### config.mk
export PLATFORM = sky130hd
export DESIGN_NAME = byte_encode_stream_flat
export DESIGN_NICKNAME = d
export VERILOG_FILES = /design/src/rtl/byte_encode_stream_if.sv /design/src/rtl/byte_encode_stream.sv /design/src/flat_wrapper.sv
export SDC_FILE = /design/constraint.sdc
export NUM_CORES = 1
export LEC_CHECK = 0
export CAP_MARGIN = 5
export CORE_MARGIN = 2
export CORE_UTILIZATION = 61
export CTS_BUF_LIST = sky130_fd_sc_hd__clkbuf_16
export DETAILED_ROUTE_END_ITERATION = 8
export GPL_ROUTABILITY_DRIVEN = 0
export GPL_TIMING_DRIVEN = 1
export PLACE_DENSITY = 0.85
export SKIP_LAST_GASP = 1
export SLEW_MARGIN = 20
export SYNTH_ARGS = -nofsm -noshare
export SYNTH_HDL_FRONTEND = slang
export SYNTH_SLANG_ARGS = --single-unit
### constraint.sdc
create_clock -name clk -period 5.28 [get_ports clk]
set_input_delay 0.792 -clock clk [delete_from_list [all_inputs] [get_ports clk]]
set_output_delay 0.792 -clock clk [all_outputs]
set_load 0.1 [all_outputs]
### src/rtl/byte_encode_stream_if.sv
// Coefficient-in / byte-out stream bundle for byte_encode_stream.
// The packer connects through the master modport; the surrounding logic uses slave.
interface byte_encode_stream_if;

    localparam int unsigned COEFF_W = 12;
    localparam int unsigned BYTE_W  = 8;

    logic               coeff_valid;
    logic               coeff_ready;
    logic [COEFF_W-1:0] coeff_data;
    logic               byte_valid;
    logic               byte_ready;
    logic [BYTE_W-1:0]  byte_data;
    logic               byte_last;

    // Packer side: consumes coefficients, produces bytes.
    modport master (
        input  coeff_valid,
        input  coeff_data,
        input  byte_ready,
        output coeff_ready,
        output byte_valid,
        output byte_data,
        output byte_last
    );

    // Environment side: supplies coefficients, sinks bytes.
    modport slave (
        output coeff_valid,
        output coeff_data,
        output byte_ready,
        input  coeff_ready,
        input  byte_valid,
        input  byte_data,
        input  byte_last
    );

endinterface

### src/rtl/byte_encode_stream.sv
// Streaming ByteEncode_ELL packer: NUM_COEFFS coefficients of ELL bits in,
// NUM_COEFFS*ELL/8 little-endian packed bytes out.
// Optional feature macro ENCODE_MODQ_EN: for ELL==12, coefficients >= 3329 get
// one conditional subtraction of 3329 before packing.
module byte_encode_stream #(
    parameter int unsigned ELL        = 12,
    parameter int unsigned NUM_COEFFS = 256
) (
    input  logic                  clk,
    input  logic                  rst,
    input  logic                  start,
    byte_encode_stream_if.master  bus,
    output logic                  busy,
    output logic                  done
);

    localparam int unsigned ACC_W     = 20;
    localparam int unsigned CNT_W     = 5;
    localparam int unsigned BYTE_W    = 8;
    localparam int unsigned NUM_BYTES = (NUM_COEFFS * ELL) / 8;
    localparam int unsigned CCNT_W    = $clog2(NUM_COEFFS + 1);
    localparam int unsigned BCNT_W    = $clog2(NUM_BYTES + 1);
    localparam int unsigned Q         = 3329;

    // Reject configurations the accumulator sizing cannot handle.
    if (ELL < 1 || ELL > 12 || ((NUM_COEFFS * ELL) % 8) != 0) begin : g_bad_param
        $error("byte_encode_stream: illegal ELL/NUM_COEFFS combination");
    end

    typedef enum logic [1:0] {
        S_IDLE = 2'd0,
        S_RUN  = 2'd1,
        S_DONE = 2'd2
    } state_t;

    state_t              state,  state_n;
    logic [ACC_W-1:0]    acc,    acc_n;
    logic [CNT_W-1:0]    cnt,    cnt_n;
    logic [CCNT_W-1:0]   ccnt,   ccnt_n;
    logic [BCNT_W-1:0]   bcnt,   bcnt_n;

    logic                coeff_ready_reg, coeff_ready_n;
    logic                byte_valid_reg,  byte_valid_n;
    logic [BYTE_W-1:0]   byte_data_reg,   byte_data_n;
    logic                byte_last_reg,   byte_last_n;
    logic                busy_n;
    logic                done_n;

    logic                coeff_take;
    logic                byte_take;
    logic [ELL-1:0]      coeff_in;
    logic                unused_coeff_bits;

    // Upper coefficient bits are don't-care unless the modular reduction uses them.
    assign unused_coeff_bits = ^bus.coeff_data;

    // Coefficient value that actually enters the accumulator.
`ifdef ENCODE_MODQ_EN
    if (ELL == 12) begin : g_modq
        assign coeff_in = (bus.coeff_data >= 12'(Q)) ? ELL'(bus.coeff_data - 12'(Q))
                                                     : ELL'(bus.coeff_data);
    end else begin : g_trunc
        assign coeff_in = bus.coeff_data[ELL-1:0];
    end
`else
    assign coeff_in = bus.coeff_data[ELL-1:0];
`endif

    // State, datapath and registered-output flops.
    always_ff @(posedge clk or posedge rst) begin
        if (rst) begin
            state           <= S_IDLE;
            acc             <= '0;
            cnt             <= '0;
            ccnt            <= '0;
            bcnt            <= '0;
            coeff_ready_reg <= 1'b0;
            byte_valid_reg  <= 1'b0;
            byte_data_reg   <= '0;
            byte_last_reg   <= 1'b0;
            busy            <= 1'b0;
            done            <= 1'b0;
        end else begin
            state           <= state_n;
            acc             <= acc_n;
            cnt             <= cnt_n;
            ccnt            <= ccnt_n;
            bcnt            <= bcnt_n;
            coeff_ready_reg <= coeff_ready_n;
            byte_valid_reg  <= byte_valid_n;
            byte_data_reg   <= byte_data_n;
            byte_last_reg   <= byte_last_n;
            busy            <= busy_n;
            done            <= done_n;
        end
    end

    // Next state, accumulator update and next values of the registered outputs.
    always_comb begin
        state_n    = state;
        acc_n      = acc;
        cnt_n      = cnt;
        ccnt_n     = ccnt;
        bcnt_n     = bcnt;
        coeff_take = 1'b0;
        byte_take  = 1'b0;

        unique case (state)
            S_IDLE: begin
                if (start) begin
                    state_n = S_RUN;
                    acc_n   = '0;
                    cnt_n   = '0;
                    ccnt_n  = '0;
                    bcnt_n  = '0;
                end
            end
            S_RUN: begin
                // ready (cnt<8) and valid (cnt>=8) never overlap, so at most one fires
                coeff_take = coeff_ready_reg & bus.coeff_valid;
                byte_take  = byte_valid_reg & bus.byte_ready;
                if (coeff_take) begin
                    acc_n  = acc | (ACC_W'(coeff_in) << cnt);
                    cnt_n  = cnt + CNT_W'(ELL);
                    ccnt_n = ccnt + CCNT_W'(1);
                end else if (byte_take) begin
                    acc_n  = acc >> BYTE_W;
                    cnt_n  = cnt - CNT_W'(BYTE_W);
                    bcnt_n = bcnt + BCNT_W'(1);
                    if (bcnt == BCNT_W'(NUM_BYTES - 1)) begin
                        state_n = S_DONE;
                    end
                end
            end
            S_DONE: begin
                state_n = S_IDLE;
            end
            default: begin
                state_n = S_IDLE;
            end
        endcase

        coeff_ready_n = (state_n == S_RUN) && (cnt_n < CNT_W'(BYTE_W))
                        && (ccnt_n < CCNT_W'(NUM_COEFFS));
        byte_valid_n  = (state_n == S_RUN) && (cnt_n >= CNT_W'(BYTE_W));
        byte_data_n   = acc_n[BYTE_W-1:0];
        byte_last_n   = byte_valid_n && (bcnt_n == BCNT_W'(NUM_BYTES - 1));
        busy_n        = (state_n != S_IDLE);
        done_n        = (state_n == S_DONE);
    end

    // Drive the stream bundle from the output registers.
    assign bus.coeff_ready = coeff_ready_reg;
    assign bus.byte_valid  = byte_valid_reg;
    assign bus.byte_data   = byte_data_reg;
    assign bus.byte_last   = byte_last_reg;

endmodule

### src/flat_wrapper.sv
// flat-port wrapper written by rule: the top's interface ports become plain ports
module byte_encode_stream_flat 
#(
    parameter int unsigned ELL        = 12,
    parameter int unsigned NUM_COEFFS = 256
)
  (clk, rst, start, busy, done, bus_coeff_valid, bus_coeff_data, bus_byte_ready, bus_coeff_ready, bus_byte_valid, bus_byte_data, bus_byte_last);
  byte_encode_stream_if bus_i ();
  input  logic clk;
  input  logic rst;
  input  logic start;
  output logic busy;
  output logic done;
  input wire logic [$bits(bus_i.coeff_valid)-1:0] bus_coeff_valid;
  input wire logic [$bits(bus_i.coeff_data)-1:0] bus_coeff_data;
  input wire logic [$bits(bus_i.byte_ready)-1:0] bus_byte_ready;
  output wire logic [$bits(bus_i.coeff_ready)-1:0] bus_coeff_ready;
  output wire logic [$bits(bus_i.byte_valid)-1:0] bus_byte_valid;
  output wire logic [$bits(bus_i.byte_data)-1:0] bus_byte_data;
  output wire logic [$bits(bus_i.byte_last)-1:0] bus_byte_last;
  assign bus_i.coeff_valid = bus_coeff_valid;
  assign bus_i.coeff_data = bus_coeff_data;
  assign bus_i.byte_ready = bus_byte_ready;
  assign bus_coeff_ready = bus_i.coeff_ready;
  assign bus_byte_valid = bus_i.byte_valid;
  assign bus_byte_data = bus_i.byte_data;
  assign bus_byte_last = bus_i.byte_last;
  byte_encode_stream #(.ELL(ELL), .NUM_COEFFS(NUM_COEFFS)) u_core (.clk(clk), .rst(rst), .start(start), .bus(bus_i), .busy(busy), .done(done));
endmodule
==> impl_metrics.tcl <==
set metrics [dict create \
    synth_edf_count 0 \
    start_util_pct 63.1 \
    grt_pass1_wl_um 11700 \
    yosysTopAreaCellShare_pct 42.0 \
    largest_register "u_core.acc" \
    h-tree-depth 2 \
    core_region_area_sq_um 4720 \
    synth_seq_cells 50 \
    drt-wirelength-per-cell_um 18.3 \
    post_cts_buffers 0 \
    postCtsHoldBufs 0 \
    antenna_found_initial 0 \
    reg.largest.list "u_core.acc x20, u_core.bcnt x9, u_core.ccnt x9" \
    ir_drop_uv 366 \
    met2_usage_pct 45.0 \
    synth_area_leader_cell "dfrtp_1" \
    fmax_mhz 362 \
    synth_fa_ha_area_share_pct 1.26 \
    ys_async_sr_fraction_pct 100 \
    synth-simple-area-share_pct 18.8 \
    hp-class "flip-flop to flip-flop" \
    clock_sinks 50 \
    grt_max_degree 51 \
    maxSlewHeadroom_pct 34.4 \
    ioPinCount 30 \
    setup-tns-final_ps 0 \
    antennaDiodeCount 0 \
    pre_cts_ws_ps 2140 \
    worst_pin_slew_ps 981 \
    rr_worst_depth 5 \
    cts_tree "yes" \
    placementRows 25 \
    synth_xor_area_share_pct 1.76 \
    min_period_ps 2770 \
    clkTransAtPathRegs_ps 60 \
    drive_gt1_share_pct 7.38 \
    cts_root_buf "clkbuf_16" \
    mostFrequentLayoutCells "dfrtp_1, nand2_1, clkdlybuf4s50_1, nor2_1, o21ai_0" \
    finalNetCount 344 \
    slew_viol_final 0 \
    pwr_density_cell_nw_per_um2 553 \
    syn_to_final_growth_pct 13.9 \
    synth_compound_area_share_pct 17.7 \
    fin_util_pct 71.9 \
    synth.area.top_cells "dfrtp_1, mux4_2, mux2i_1, nand2_1, o21ai_0" \
    numPortBuffers 29 \
    syn_nets 332 \
    r2r_end "u_core.acc[8]" \
    largest_reg_flops 20 \
    seq_area_frac_synth_pct 42.0 \
    critPathLaunch "bus_coeff_valid" \
    cts_buffers 5 \
    skew_ps 3.28 \
    grt_pass1_vias 2486 \
    r2r_slack_ps 2800 \
    fillers 352 \
    hpwlAfterDp_um 4960 \
    postRouteAntennaNets 0 \
    start_kind "input port" \
    status "complete, no violations" \
    intPower_mw 1.00 \
    grtUsageMet3_pct 5.76 \
    swShare_pct 46.7 \
    fp.dieH_um 73.9 \
    placed_area_sq_um 3230 \
    crit_path_end_kind "flip-flop" \
    p_clk_share_pct 19.1 \
    setup_viol 0 \
    ys_warn_count 0 \
    path_class "input port to flip-flop" \
    required_ps 5480 \
    clk_path_buf_depth 2 \
    synth.area.mux_share_pct 12.9 \
    fin_ws_ps 2510 \
    use_met1_pct 36.5 \
    grt_overflow 0 \
    post-route-period-util_pct 52.4 \
    synth_top_family_by_area "simple AND/OR/NAND/NOR gates" \
    first_pass_iters 5 \
    cp_max_fo 15 \
    ys_types 54 \
    netlist_area_sq_um 2980 \
    dr.first_iter.drc_count 366 \
    via_per_inst 6.61 \
    routed_wl_um 7160 \
    grt-busiest-layer "met2" \
    fin_area_sq_um 3400 \
    synthCells 312 \
    combPwrFrac_pct 46.4 \
    post_cts_resized 0 \
    maxCapViolCount 0 \
    final_common_cell "dfrtp_1" \
    die_w_um 73.9 \
    synth_area_per_cell_sq_um 9.56 \
    arrival_ps 2970 \
    dieArea_sq_um 5460 \
    seq_power_share_pct 34.5 \
    drc 0 \
    grt_setup_unrepaired "false" \
    p_leak_nw 1.38 \
    r2r_start "u_core.cnt[0]" \
    hold_viol_final 0 \
    num_vias 2590 \
    synth_ff_type "dfrtp_1" \
    crit_path_end "u_core.bus.byte_last" \
    power.switching_uw 877 \
    clk_latency_ps 290 \
    gr-usage-all-layers_pct 28.0 \
]
## power groups by stage
stage	Combinational, mW	Sequential [mW]	Clock [mW]
after floorplan	0.696	0.630	0
after global placement	0.828	0.636	0
after detailed placement	0.850	0.644	0
after CTS	0.863	0.639	0.362
after global routing	0.930	0.661	0.376
final	0.872	0.647	0.359
## final cells by class
type / instances / area (sq um) / share of cell area [%]
Clock inverter: 3 / 37.5 / 1.10
Sequential cell: 50 / 1250 / 36.8
Multi-Input combinational cell: 229 / 1570 / 46.2
Inverter: 8 / 31.3 / 0.921
Clock buffer: 5 / 125 / 3.68
Tap cell: 67 / 83.8 / 2.47
Timing Repair Buffer: 30 / 298 / 8.77
## stage by stage
stage          power [mW]  hold WS, ps  instances
6_report             1.88          482        392
5_1_grt              1.97          535        392
4_1_cts              1.86          482        392
3_5_place_dp         1.49          474        384
3_3_place_gp         1.46          472        384
2_1_floorplan        1.33          443        312
## metal layers
metal | wire, um | share of wire, %
met5 | 0 | 0
met4 | 226 | 3.2
met3 | 487 | 6.8
met2 | 3490 | 49
met1 | 2950 | 41
## synth_stat cells (2+ instances only)
cell,count
inv_1,8
buf_1,2
buf_4,11
a22o_1,3
o21ai_0,21
clkbuf_1,11
o311ai_0,2
a21oi_1,18
mux2_2,2
nor2_1,23
a2111oi_0,3
nor3b_1,3
mux4_2,9
nand2_1,36
nor4_1,2
dfrtp_1,50
ha_1,3
a22oi_1,3
o22ai_1,2
and4b_1,2
o31ai_1,2
and3_1,3
o21a_1,2
o211ai_1,3
a221oi_1,2
mux2i_1,16
nand3b_1,2
a21o_1,3
a311oi_1,2
xor2_1,5
or3_1,3
nand4_1,7
nand3_1,10
a211oi_1,4
and2_1,5
nor3_1,8
a31oi_1,4
## how the worst min path moves through the flow
stage | from | end | slack [ps] | cells after the start
4_1_cts | u_core.ccnt[8] | u_core.ccnt[8] | 480 | 1
5_1_grt | u_core.acc[12] | u_core.acc[12] | 530 | 2
3_3_place_gp | u_core.ccnt[8] | u_core.ccnt[8] | 470 | 1
2_1_floorplan | u_core.ccnt[8] | u_core.ccnt[8] | 440 | 1
6_report | u_core.ccnt[8] | u_core.ccnt[8] | 480 | 1
3_5_place_dp | u_core.ccnt[8] | u_core.ccnt[8] | 470 | 1
## cell families after synthesis
kind of cell,count (synthesis)
compound gates,81
xor+xnor,6
fa+ha+maj,3
buf+inv,33
flops,50
mux,27
simple gates,112
## worst max-delay path: stages
cell             delay (ps)
clkdlybuf4s50_1         450
nand2_1                 390
and3_1                  390
mux2i_1                 150
or4_1                   530
nor4_2                  250
No activity file was read; power rests on OpenSTA's default activity.
